`config.mk`:
```
export PLATFORM = sky130hd
export DESIGN_NAME = ir_fusion_pipe
export DESIGN_NICKNAME = d
export VERILOG_FILES = /design/src/rtl/ir_fusion_pkg.sv /design/src/rtl/ir_mavg.sv /design/src/rtl/ir_fusion_pipe.sv
export SDC_FILE = /design/constraint.sdc
export NUM_CORES = 1
export LEC_CHECK = 0
export ABC_AREA = 1
export BUFFER_PORTS_ARGS = -buffer_cell sky130_fd_sc_hd__buf_2
export CORE_MARGIN = 4
export CORE_UTILIZATION = 40
export CTS_BUF_LIST = sky130_fd_sc_hd__clkbuf_4 sky130_fd_sc_hd__clkbuf_8
export DETAILED_ROUTE_END_ITERATION = 16
export GPL_TIMING_DRIVEN = 0
export PLACE_DENSITY = 0.63
export SLEW_MARGIN = 20
export SYNTH_ARGS = -nofsm -noshare
export SYNTH_HDL_FRONTEND = slang
export SYNTH_SLANG_ARGS = --single-unit
```
`constraint.sdc`:
```
create_clock -name clk -period 18.88 [get_ports clk]
set_input_delay 0 -clock clk [delete_from_list [all_inputs] [get_ports clk]]
set_output_delay 0 -clock clk [all_outputs]
set_load 0.05 [all_outputs]
```
`src/rtl/ir_fusion_pkg.sv`:
```
// Shared types, default constants and the signed saturation helper for the
// IR heading-fusion pipeline.
package ir_fusion_pkg;

   typedef enum logic [1:0] {FILL, TRACK, HOLD} fusion_state_t;

   localparam logic [11:0] NOM_IR_DEF  = 12'h970;
   localparam int unsigned P_SHIFT_DEF = 5;
   localparam int unsigned D_SHIFT_DEF = 2;

   // Clamp a signed value into the range of a signed field of the given width.
   function automatic logic signed [31:0] sat_s(input logic signed [31:0] value,
                                                input int unsigned width);
      logic signed [31:0] hi;
      logic signed [31:0] lo;
      hi = (32'sd1 <<< (width - 1)) - 32'sd1;
      lo = -(32'sd1 <<< (width - 1));
      if (value > hi) return hi;
      if (value < lo) return lo;
      return value;
   endfunction

endpackage

```
`src/rtl/ir_mavg.sv`:
```
// Moving-average history: circular buffer of 2^L signed samples with a
// running sum; clr (or rst) empties it back to all zeros.
module ir_mavg
   import ir_fusion_pkg::*;
#(
   parameter int unsigned W = 13,
   parameter int unsigned L = 2
) (
   input  logic                  clk,
   input  logic                  rst,
   input  logic                  clr,
   input  logic                  push,
   input  logic signed [W-1:0]   din,
   output logic signed [W+L-1:0] sum
);

   localparam int unsigned D  = 1 << L;
   localparam int unsigned PW = (L > 0) ? L : 1;

   logic signed [W-1:0] hist [D];
   logic [PW-1:0]       ptr;
   logic [PW-1:0]       ptr_nxt;

   always_comb begin
      ptr_nxt = (ptr == PW'(D - 1)) ? '0 : ptr + PW'(1);
   end

   // The slot about to be overwritten holds the oldest sample.
   always_ff @(posedge clk) begin
      if (rst || clr) begin
         for (int unsigned i = 0; i < D; i++) hist[i] <= '0;
         ptr <= '0;
         sum <= '0;
      end else if (push) begin
         hist[ptr] <= din;
         ptr       <= ptr_nxt;
         sum       <= sum + (W+L)'(din) - (W+L)'(hist[ptr]);
      end
   end

endmodule

```
`src/rtl/ir_fusion_pipe.sv`:
```
// Pipelined IR wall-tracking heading correction with fill/hold sequencing.
// Define IR_SAT_CNT_EN to add the sticky 8-bit saturation counter output.
module ir_fusion_pipe
   import ir_fusion_pkg::*;
#(
   parameter int unsigned      IR_W      = 12,
   parameter int unsigned      HDNG_W    = 12,
   parameter logic [IR_W-1:0]  NOM_IR    = IR_W'(NOM_IR_DEF),
   parameter int unsigned      AVG_LOG2  = 2,
   parameter int unsigned      P_SHIFT   = P_SHIFT_DEF,
   parameter int unsigned      D_SHIFT   = D_SHIFT_DEF,
   parameter int unsigned      HOLD_SMPL = 4
) (
   input  logic                     clk,
   input  logic                     rst,
   input  logic                     smpl_vld,
   input  logic [IR_W-1:0]          lft_IR,
   input  logic [IR_W-1:0]          rght_IR,
   input  logic                     lft_opn,
   input  logic                     rght_opn,
   input  logic                     en_fusion,
   input  logic signed [HDNG_W-1:0] dsrd_hdng,
   output logic signed [HDNG_W-1:0] dsrd_hdng_adj,
   output logic                     adj_vld,
   output logic                     fusion_actv
`ifdef IR_SAT_CNT_EN
   ,
   output logic [7:0]               sat_cnt
`endif
);

   localparam int unsigned EW = IR_W + 1;
   localparam int unsigned SW = EW + AVG_LOG2;
   localparam int unsigned D  = 1 << AVG_LOG2;

   logic signed [EW-1:0] lft_e, rght_e, nom_e, diff, err;
   always_comb begin
      lft_e  = $signed({1'b0, lft_IR});
      rght_e = $signed({1'b0, rght_IR});
      nom_e  = $signed({1'b0, NOM_IR});
      diff   = lft_e - rght_e;
      unique case ({lft_opn, rght_opn})
         2'b11:   err = '0;
         2'b10:   err = nom_e - rght_e;
         2'b01:   err = lft_e - nom_e;
         default: err = diff >>> 1;
      endcase
   end

   fusion_state_t state_q, state_d;
   logic [7:0]    cnt_q, cnt_d;
   logic [1:0]    cfg_q;
   logic          cfg_chg, push, clr, use_y;

   always_ff @(posedge clk) begin
      if (rst) begin
         state_q <= FILL;
         cnt_q   <= '0;
         cfg_q   <= '0;
      end else begin
         state_q <= state_d;
         cnt_q   <= cnt_d;
         if (smpl_vld) cfg_q <= {lft_opn, rght_opn};
      end
   end

   always_comb begin
      state_d = state_q;
      cnt_d   = cnt_q;
      push    = 1'b0;
      clr     = 1'b0;
      use_y   = 1'b0;
      cfg_chg = ({lft_opn, rght_opn} != cfg_q);
      if (smpl_vld) begin
         unique case (state_q)
            FILL: begin
               if (cfg_chg) begin
                  clr   = 1'b1;
                  cnt_d = '0;
               end else begin
                  push = 1'b1;
                  if (cnt_q == 8'(D - 1)) begin
                     state_d = TRACK;
                     cnt_d   = '0;
                  end else begin
                     cnt_d = cnt_q + 8'd1;
                  end
               end
            end
            TRACK: begin
               if (cfg_chg) begin
                  if (HOLD_SMPL <= 1) begin
                     state_d = FILL;
                     clr     = 1'b1;
                     cnt_d   = '0;
                  end else begin
                     state_d = HOLD;
                     cnt_d   = 8'd1;
                  end
               end else begin
                  push  = 1'b1;
                  use_y = en_fusion;
               end
            end
            HOLD: begin
               if (cfg_chg) begin
                  cnt_d = 8'd1;
               end else if (cnt_q + 8'd1 >= 8'(HOLD_SMPL)) begin
                  state_d = FILL;
                  clr     = 1'b1;
                  cnt_d   = '0;
               end else begin
                  cnt_d = cnt_q + 8'd1;
               end
            end
            default: begin
               state_d = FILL;
               clr     = 1'b1;
               cnt_d   = '0;
            end
         endcase
      end
   end

   logic signed [SW-1:0] sum, f_cur, fprev;

   ir_mavg #(.W(EW), .L(AVG_LOG2)) u_mavg (
      .clk  (clk),
      .rst  (rst),
      .clr  (clr),
      .push (push),
      .din  (err),
      .sum  (sum)
   );

   assign f_cur = sum >>> AVG_LOG2;

   // f_prev captures the filter value just before each push, so one cycle
   // later f_cur - fprev is the derivative belonging to that same sample.
   logic                     vld1, use_y1;
   logic signed [HDNG_W-1:0] hdng1;
   always_ff @(posedge clk) begin
      if (rst) begin
         vld1   <= 1'b0;
         use_y1 <= 1'b0;
         hdng1  <= '0;
         fprev  <= '0;
      end else begin
         vld1 <= smpl_vld;
         if (smpl_vld) begin
            use_y1 <= use_y;
            hdng1  <= dsrd_hdng;
         end
         if (clr)       fprev <= '0;
         else if (push) fprev <= f_cur;
      end
   end

   logic signed [31:0]       f32, d32, dterm, c_raw, c_val, y_raw;
   logic signed [HDNG_W-1:0] y_val;
   always_comb begin
      f32   = 32'(f_cur);
      d32   = f32 - 32'(fprev);
      dterm = sat_s(d32 <<< D_SHIFT, HDNG_W);
      c_raw = ((f32 >>> P_SHIFT) + dterm) >>> 1;
      c_val = sat_s(c_raw, HDNG_W);
      y_raw = 32'(hdng1) + c_val;
      y_val = HDNG_W'(sat_s(y_raw, HDNG_W));
   end

   always_ff @(posedge clk) begin
      if (rst) begin
         dsrd_hdng_adj <= '0;
         adj_vld       <= 1'b0;
         fusion_actv   <= 1'b0;
      end else begin
         adj_vld <= vld1;
         if (vld1) begin
            dsrd_hdng_adj <= use_y1 ? y_val : hdng1;
            fusion_actv   <= use_y1;
         end
      end
   end

`ifdef IR_SAT_CNT_EN
   logic sat_hit;
   always_comb begin
      sat_hit = vld1 && use_y1 &&
                ((dterm != (d32 <<< D_SHIFT)) || (c_val != c_raw) ||
                 (sat_s(y_raw, HDNG_W) != y_raw));
   end

   always_ff @(posedge clk) begin
      if (rst)                           sat_cnt <= '0;
      else if (sat_hit && sat_cnt != '1) sat_cnt <= sat_cnt + 8'd1;
   end
`endif

endmodule

```
==> impl_metrics.ini, run 1 <==
[critical_path]
crit_fanout = 10
cp_data_required_time_ps = 19190
start_kind = register
cp_slowest_cell = fa_1
crit_arrival_ps = 9380
reg2reg_slack_ps = 9810
cp-end-kind = register
critPathBufInv = 6
cpMostUsedCell = nand2_1
max_stage_delay_ps = 460
crit_family = simple AND/OR/NAND/NOR gates
critical_path_class = register to register

[drt]
wl_um = 34600
wl_per_cell_um = 14.4
first_pass_iters = 5
viasPerCell = 5.18
postRouteAntennaNets = 0
drt_iter0_drc = 877
remaining_drc_errors = 0
vias = 12414

[finish]
syn2layout_area_growth_pct = 11.3
final_nets = 2149
drive_above_1_share = 0.0727
final_cell_mix = 555 x nand2_1, 310 x inv_1, 161 x nor2_1
antennaDiodeCount = 0
post-route-util = 0.454
final_common_cell = nand2_1
final-instance-count-excl-fill = 2398

[clock_network]
cts_max_level = 4
cts.sinks = 124
cts_made_buffers = 17
cts_buffer_depth = 2
hold_buffers = 16
cts.clk_slew.worst_paths_ps = 80
clock_latency_ps = 450
cts_root_buffer = clkbuf_8
cts_setup_buffers = 0
cts-resized-gates = 0
cts_tree = yes

[place]
dp_hpwl_um = 28500
portBuffers = 54
numPlacedInstances = 2350
gp_congestion = 0.907

[synthesis]
synth-compound-area-share = 0.145
synth_seq_area_share = 0.247
synth_edf_count = 52
ys_ff_latch = 124
synth_flop_cell = dfxtp_1
ys.warnings.count = 0
ys_types = 53
synth.net_count = 2057
synthArstFlopShare = 0
avgSynthCellArea_um2 = 6.38
muxShareOfSynthArea = 0
synthSimpleGateAreaFrac = 0.337
synth_top_family_by_area = simple AND/OR/NAND/NOR gates
synthXorXnorAreaFrac = 0.0274
synthCells = 1903
syn_area_mm2 = 0.0121
synth_fa_ha_area_frac = 0.127

[status]
status = complete, no violations

[power_and_ir_drop]
leakage_nw = 6.67
pwr_density_cell_mw_per_mm2 = 175
worst_ir_drop_vdd_mv = 0.0839
power.total_mw = 2.36

[timing]
fin_tns_setup_ps = 0
rsz0062_at_grt = false
finalSetupViolCount = 0
fmax_mhz = 110
hold_violations = 0
fin_crit_sh = 0.480
worst_pin_slew_ps = 1110
whs_ps = 61.3
layout_min_cycle_time_ps = 9070
slew_violations = 0
fin_skew_ps = 15.4
relSlewSlack = 0.261

[global_route]
grt_pass1_wl_um = 57800
antenna_found_initial = 0
overflow = 0
track_usage = 0.209
grt_pass1_vias = 11923
grt_max_degree = 23

[die]
design.die.area_mm2 = 0.0332
start_util = 0.407
die_width_um = 182
rows = 63
io-pin-count = 56
fp.coreArea_mm2 = 0.0298
die-height_um = 182

[job]
cap_violations = 0

[hold_path]
hp-class = primary input to register
cell type report:
cell class	instances	area (um2)
fill	3135	16300
multi-input combinational	1418	7740
sequential	124	3000
inverter	319	1200
tap	390	488
timing repair buffer	73	460
clock buffer	21	289
buffer	42	210
clock inverter	11	128
Yosys cell counts, types with 3 or more instances:
master	number	area, um2
a21o_1	4	30.0
a21oi_1	154	771
a31oi_1	7	43.8
a32o_1	12	120
and2_1	12	75.1
buf_2	6	30.0
buf_6	5	56.3
clkbuf_1	28	105
clkinv_1	4	15.0
dfxtp_1	72	1440
edfxtp_1	52	1560
fa_1	19	380
ha_1	93	1160
inv_1	310	1160
inv_2	5	18.8
nand2_1	555	2080
nand2_2	6	37.5
nand3_1	105	526
nand3_2	3	30.0
nand3b_1	6	45.0
nand4_1	29	181
nor2_1	162	608
nor3_1	48	240
nor3_2	11	110
o2111ai_1	5	43.8
o211ai_1	3	22.5
o21ai_0	86	430
o21ai_1	5	25.0
o21bai_1	4	30.0
o22ai_1	14	87.6
o31ai_1	4	30.0
o32ai_1	4	35.0
or2_2	8	50.1
xnor2_1	9	78.8
xor2_1	29	254
cell families after synthesis:
family | after synthesis
AO/OA/AOI/OAI | 313
XOR/XNOR | 38
adder cells (fa/ha/maj) | 112
buffers and inverters | 361
flip-flops | 124
AND/OR/NAND/NOR | 955
worst reg2reg max path, delay by kind of cell, from the launching register on:
kind,cells,cell delay [ps]
and+or+nand+nor,28,3660
AOI/OAI and AO/OA,7,1130
adders and majority gates,7,2520
DFF,1,380
buffers and inverters,6,1250
per-layer routing:
metal	vias to the layer above	wire length, um	track usage
li1	6389	-	-
met1	5649	16600	0.284
met2	335	15600	0.351
met3	41	1780	0.0277
met4	0	555	0.0528
met5	-	0	0
path summary, 6_finish.rpt:
path | start | endpoint | depth (start not counted)
hold / removal | rght_opn | cfg_q[0]$_SDFFE_PP0P_ | 3
hold reg to reg | dsrd_hdng_adj[6]$_SDFFE_PP0P_ | dsrd_hdng_adj[6]$_SDFFE_PP0P_ | 2
setup / recovery | u_mavg.sum[2]$_SDFFE_PP0P_ | dsrd_hdng_adj[2]$_SDFFE_PP0P_ | 48
setup reg to reg | u_mavg.sum[2]$_SDFFE_PP0P_ | dsrd_hdng_adj[2]$_SDFFE_PP0P_ | 48
stage by stage:
stage | setup slack (ps) | cell area, um2
floorplan | 11690 | 12100
global placement | 10020 | 12900
detailed placement | 9970 | 12900
CTS | 9910 | 13500
global route | 8810 | 13500
finish | 9810 | 13500
where the power goes:
group / total (mW) / internal [mW] / switching [mW]
Clock: 0.243 / 0.133 / 0.110
Combinational: 1.81 / 0.590 / 1.22
Sequential: 0.307 / 0.295 / 0.0116
registers in the layout, summed over array words and instances (netlist names), named ones only:
name	flops
u_mavg.hist	52
u_mavg.sum	15
fprev	13
dsrd_hdng_adj	12
hdng1	12
cnt_q	8
cfg_q	2
state_q	2
u_mavg.ptr	2
adj_vld	1
fusion_actv	1
use_y1	1
vld1	1
Note: power is estimated with default switching activity, not from simulation.
==> inputs of run 2 (changes only) <==
PLACE_DENSITY = 0.65   (was 0.63)
clock period = 8.1 ns   (was 18.88 ns; I/O delays follow)
==> run 2 against run 1 <==
Clock power up 130%; sequential power up 130%; first-iteration DRC count down 14%; via count up 0.77%; core utilization up 2.7 points; global-route usage up 0.31 points; clock skew up 11 ps; total power rose to 2.6 times the previous value; hold slack worse by 4.4 ps; fmax up 20%; critical path type unchanged; largest power group unchanged.
==> impl_metrics.ini, run 2 (same netlist as run 1, synthesis figures left out) <==
[status]
status = complete, no violations

[power_and_ir_drop]
intPower_mw = 2.71
pwr-share-seq = 0.116
pwr_density_cell_mw_per_mm2 = 431
combPwrFrac = 0.795
power.total_mw = 6.17
worst_ir_drop_vdd_mv = 0.212
leakage_nw = 6.88
p_switching_mw = 3.46
sw_frac_of_total = 0.560
power_frac_clock = 0.089

[timing]
fin_skew_ps = 26.0
finalSetupViolCount = 0
worst_pin_slew_ps = 860
fin_crit_sh = 0.933
setup_slack_ps = 542
slew_violations = 0
layout_min_cycle_time_ps = 7560
hold_violations = 0
relSlewSlack = 0.426
fmax_mhz = 132

[die]
design.die.area_mm2 = 0.0332
start_util = 0.407
rows = 63
die_width_um = 182
fp.coreArea_mm2 = 0.0298
die-height_um = 182
io-pin-count = 56

[finish]
reg_top3 = u_mavg.hist x52, u_mavg.sum x15, fprev x13
regArea_mm2 = 0.00302
nFillCells = 3075
drive_above_1_share = 0.159
largest_register_ffs = 52
syn2layout_area_growth_pct = 18.1
antennaDiodeCount = 0
final_common_cell = nand2_1
regMostFlops = u_mavg.hist
final_cell_mix = 523 x nand2_1, 304 x inv_1, 131 x nor2_1
multi_input_area_mm2 = 0.00834
final_nets = 2176

[critical_path]
r2r-end = dsrd_hdng_adj[3]$_SDFFE_PP0P_
rr_worst_depth = 46
reg2reg_from = u_mavg.sum[2]$_SDFFE_PP0P_
cp-end-kind = register
cp_slowest_cell = fa_1
start_kind = register
crit_fanout = 8
max_stage_delay_ps = 460
reg2reg_slack_ps = 540
critical_path_class = register to register
cp_data_required_time_ps = 8420
crit_arrival_ps = 7880

[global_route]
grt_pass1_vias = 12034
grt_max_degree = 23
grt_pass1_wl_um = 58700
antenna_found_initial = 0
overflow = 0
track_usage = 0.212

[clock_network]
cts.clk_slew.worst_paths_ps = 70
cts_buffer_depth = 2
clock_latency_ps = 460
cts_root_buffer = clkbuf_8
cts_max_level = 4
cts.sinks = 124
cts_made_buffers = 17
cts_tree = yes

[drt]
remaining_drc_errors = 0
drt_iter0_drc = 755
vias = 12510
wl_um = 35500
wl_per_cell_um = 14.6
viasPerCell = 5.16
postRouteAntennaNets = 0
met1Wirelength_um = 16600
first_pass_iters = 5
met2_length_um = 16800
dr_wl_met3_um = 1300
maxUsedRoutingLayer = met4

[place]
dp_slack_ps = -767
gp_congestion = 0.930
portBuffers = 54
dp_hpwl_um = 28200

[hold_path]
hp-class = primary input to register
holdPathEnd = cfg_q[0]$_SDFFE_PP0P_
min-delay-start = rght_opn
hold_depth = 3

[job]
cap_violations = 0
-- run 2: cell types whose count changed in the layout (fill, tap and decap cells not counted), sizes merged --
cell    change
bufinv      -1
inv         +3
clkbuf      -3
buf        +28
-- run 2: metrics by stage --
stage	instance area (um2)	TNS, ps	std cells	hold slack (ps)	util
4_1_cts	13700	0	2406	30.4	0.460
5_1_grt	14300	-122	2425	47.5	0.481
3_5_place_dp	12900	-8000	2349	252	0.434
2_1_floorplan	12100	0	1903	90.0	-
3_3_place_gp	12900	-7810	2347	259	0.433
6_report	14300	0	2425	57.0	0.481
-- run 2: power by group through the flow --
stage / clock network [mW] / logic (mW) / registers [mW]
finish: 0.550 / 4.91 / 0.717
global route: 0.589 / 5.51 / 0.721
global placement: 0 / 4.05 / 0.729
floorplan: 0 / 3.13 / 0.733
CTS: 0.560 / 4.33 / 0.715
detailed placement: 0 / 4.09 / 0.729
-- run 2: layer usage --
layer / vias up / GRT usage
met2: 275 / 0.365
met3: 54 / 0.0191
met1: 5747 / 0.283
met4: 0 / 0.0630
met5: - / 0
li1: 6434 / -
-- run 2: worst max path at each step --
stage,startpoint,to,slack [ps]
detailed placement,u_mavg.sum[2]$_SDFFE_PP0P_,dsrd_hdng_adj[3]$_SDFFE_PP0P_,-770
floorplan,u_mavg.sum[2]$_SDFFE_PP0P_,dsrd_hdng_adj[10]$_SDFFE_PP0P_,910
finish,u_mavg.sum[2]$_SDFFE_PP0P_,dsrd_hdng_adj[3]$_SDFFE_PP0P_,540
CTS,u_mavg.sum[2]$_SDFFE_PP0P_,dsrd_hdng_adj[3]$_SDFFE_PP0P_,0.9
global route,u_mavg.sum[7]$_SDFFE_PP0P_,dsrd_hdng_adj[10]$_SDFFE_PP0P_,-50
global placement,u_mavg.sum[2]$_SDFFE_PP0P_,dsrd_hdng_adj[3]$_SDFFE_PP0P_,-750
-- run 2: area by class of cell --
cell class | instances | area share
buffer | 41 | 0.0148
clock buffer | 19 | 0.0182
clock inverter | 13 | 0.00890
inverter | 319 | 0.0839
multi-input combinational | 1418 | 0.582
sequential | 124 | 0.211
tap | 390 | 0.0340
timing repair buffer | 101 | 0.0473
-- run 2: timing repair --
| item | in CTS | in global routing |
|---|---|---|
| pin swaps | 10 | 53 |
| setup buffers | 10 | 18 |
| resized for setup | 42 | 146 |
| setup endpoints to repair | 11 | 12 |
| hold buffers | 16 | 0 |
| gates cloned | 0 | 1 |
| endpoints found under the hold margin | 18 | 0 |
-- run 2: worst max-delay path: cells and delay by family (launching register included) --
kind	cells	cell delay [ps]
flops	1	340
buf+inv	6	520
simple gates	25	3250
compound gates	8	1050
fa+ha+maj	7	2260
==> inputs of run 3 (changes only) <==
REMOVE_ABC_BUFFERS = 1   (was default)
==> run 3 against run 2 <==
First-iteration DRC count up 23%; die area unchanged; flip-flop and latch count unchanged; total power up 3.9%; non-clock buffer count down 38; global-route usage down 0.31 points; routed wire length up 0.75%; fmax down 1.5%; critical path type unchanged; largest cell class unchanged; largest power group unchanged.
==> impl_metrics.ini, run 3 (same netlist as run 1, synthesis figures left out) <==
[clock_network]
cts.sinks = 124
cts_made_buffers = 17
cts_buffer_depth = 2
clock_latency_ps = 450
cts_tree = yes
cts_root_buffer = clkbuf_8
cts.clk_slew.worst_paths_ps = 70
cts_max_level = 4

[timing]
relSlewSlack = 0.157
fmax_mhz = 130
worst_pin_slew_ps = 1260
slew_violations = 0
fin_crit_sh = 0.947
layout_min_cycle_time_ps = 7670
hold_violations = 0
finalSetupViolCount = 0
fin_skew_ps = 17.3

[finish]
final_common_cell = nand2_1
largest_register_ffs = 52
nFillCells = 3021
final_nets = 2142
reg_top3 = u_mavg.hist x52, u_mavg.sum x15, fprev x13
drive_above_1_share = 0.165
syn2layout_area_growth_pct = 18.8
final_cell_mix = 518 x nand2_1, 302 x inv_1, 132 x a21oi_1
regMostFlops = u_mavg.hist
antennaDiodeCount = 0
final-instance-count-excl-fill = 2389

[place]
gp_congestion = 0.931
numPlacedInstances = 2308
portBuffers = 55
dp_hpwl_um = 26700

[global_route]
track_usage = 0.209
busiest_layer = met2
grt_util_met3 = 0.0197
grt_pass1_vias = 11733
antenna_found_initial = 0
use_met1 = 0.279
grt_pass1_wl_um = 58000
grt_use_met2 = 0.363
grt_max_degree = 30
overflow = 0

[critical_path]
max_stage_delay_ps = 470
cp-end-kind = register
crit_arrival_ps = 8040
reg2reg_from = u_mavg.sum[2]$_SDFFE_PP0P_
reg2reg_slack_ps = 430
start_kind = register
cp_slowest_cell = fa_2
rr_worst_depth = 49
cp_data_required_time_ps = 8470
cpMostUsedCell = nand2_1
crit_fanout = 7
critical_path_class = register to register
r2r-end = dsrd_hdng_adj[7]$_SDFFE_PP0P_

[power_and_ir_drop]
power.total_mw = 6.41
worst_ir_drop_vdd_mv = 0.275
pwr_density_cell_mw_per_mm2 = 445
leakage_nw = 6.86

[die]
fp.coreArea_mm2 = 0.0298
die-height_um = 182
io-pin-count = 56
die_width_um = 182
rows = 63
start_util = 0.407
design.die.area_mm2 = 0.0332

[drt]
drt_iter0_drc = 927
vias = 12581
first_pass_iters = 5
wl_per_cell_um = 15.0
postRouteAntennaNets = 0
viasPerCell = 5.27
remaining_drc_errors = 0
wl_um = 35800

[hold_path]
min-delay-start = rght_opn
hold_depth = 3
hp-class = primary input to register
holdPathEnd = cfg_q[0]$_SDFFE_PP0P_

[status]
status = complete, no violations

[job]
cap_violations = 0
[run 3: repair_timing]
item	in CTS	in global routing
setup buffers	2	28
endpoints found under the setup margin	11	12
endpoints found under the hold margin	31	0
pin swaps	3	56
gates resized for setup	23	212
cloned	2	2
hold buffers	17	0
[run 3: cell type report]
class / instances / area, um2 / area share
Multi-Input combinational cell: 1421 / 8570 / 0.595
Timing Repair Buffer: 104 / 709 / 0.0492
Sequential cell: 124 / 3020 / 0.209
Inverter: 319 / 1210 / 0.0840
Clock buffer: 17 / 234 / 0.0162
Clock inverter: 13 / 176 / 0.0122
Timing Repair inverter: 1 / 5.00 / 0.000347
Tap cell: 390 / 488 / 0.0338
[run 3: how the worst max path moves through the flow]
stage / startpoint / to / cells after the start
after floorplan: u_mavg.sum[2]$_SDFFE_PP0P_ / dsrd_hdng_adj[0]$_SDFFE_PP0P_ / 49
after global routing: u_mavg.sum[2]$_SDFFE_PP0P_ / dsrd_hdng_adj[1]$_SDFFE_PP0P_ / 47
after detailed placement: u_mavg.sum[14]$_SDFFE_PP0P_ / dsrd_hdng_adj[0]$_SDFFE_PP0P_ / 43
after global placement: u_mavg.sum[8]$_SDFFE_PP0P_ / dsrd_hdng_adj[0]$_SDFFE_PP0P_ / 44
after CTS: u_mavg.sum[2]$_SDFFE_PP0P_ / dsrd_hdng_adj[7]$_SDFFE_PP0P_ / 47
final: u_mavg.sum[2]$_SDFFE_PP0P_ / dsrd_hdng_adj[7]$_SDFFE_PP0P_ / 49
[run 3: worst max-delay path, delay by kind of cell (launching register included)]
family | cells | cell delay, ps
AND/OR/NAND/NOR | 26 | 2970
buffers and inverters | 7 | 610
flip-flops | 1 | 330
AO/OA/AOI/OAI | 9 | 1320
adder cells (fa/ha/maj) | 7 | 2350
[run 3: power breakdown]
| part | internal [mW] | switching (mW) | leakage [nW] |
|---|---|---|---|
| clock | 0.328 | 0.256 | 0.196 |
| sequential | 0.689 | 0.0314 | 1.16 |
| combinational | 1.78 | 3.33 | 5.50 |
| total | 2.80 | 3.62 | 6.86 |
[run 3: routing by layer]
metal,vias to the layer above,wire length (um)
met5,-,0
met4,0,588
met3,45,1710
met2,377,17000
met1,5784,16500
li1,6375,-
[run 3: metrics by stage]
step / util / setup slack [ps] / TNS, ps / hold WS [ps] / cell area (um2)
6_report: 0.484 / 426 / 0 / 44.6 / 14400
5_1_grt: 0.484 / -82.2 / -561 / 46.9 / 14400
4_1_cts: 0.450 / 1.21 / 0 / 14.3 / 13400
3_5_place_dp: 0.427 / -879 / -9530 / 252 / 12700
3_3_place_gp: 0.426 / -751 / -8090 / 250 / 12700
2_1_floorplan: - / 940 / 0 / 69.1 / 11900
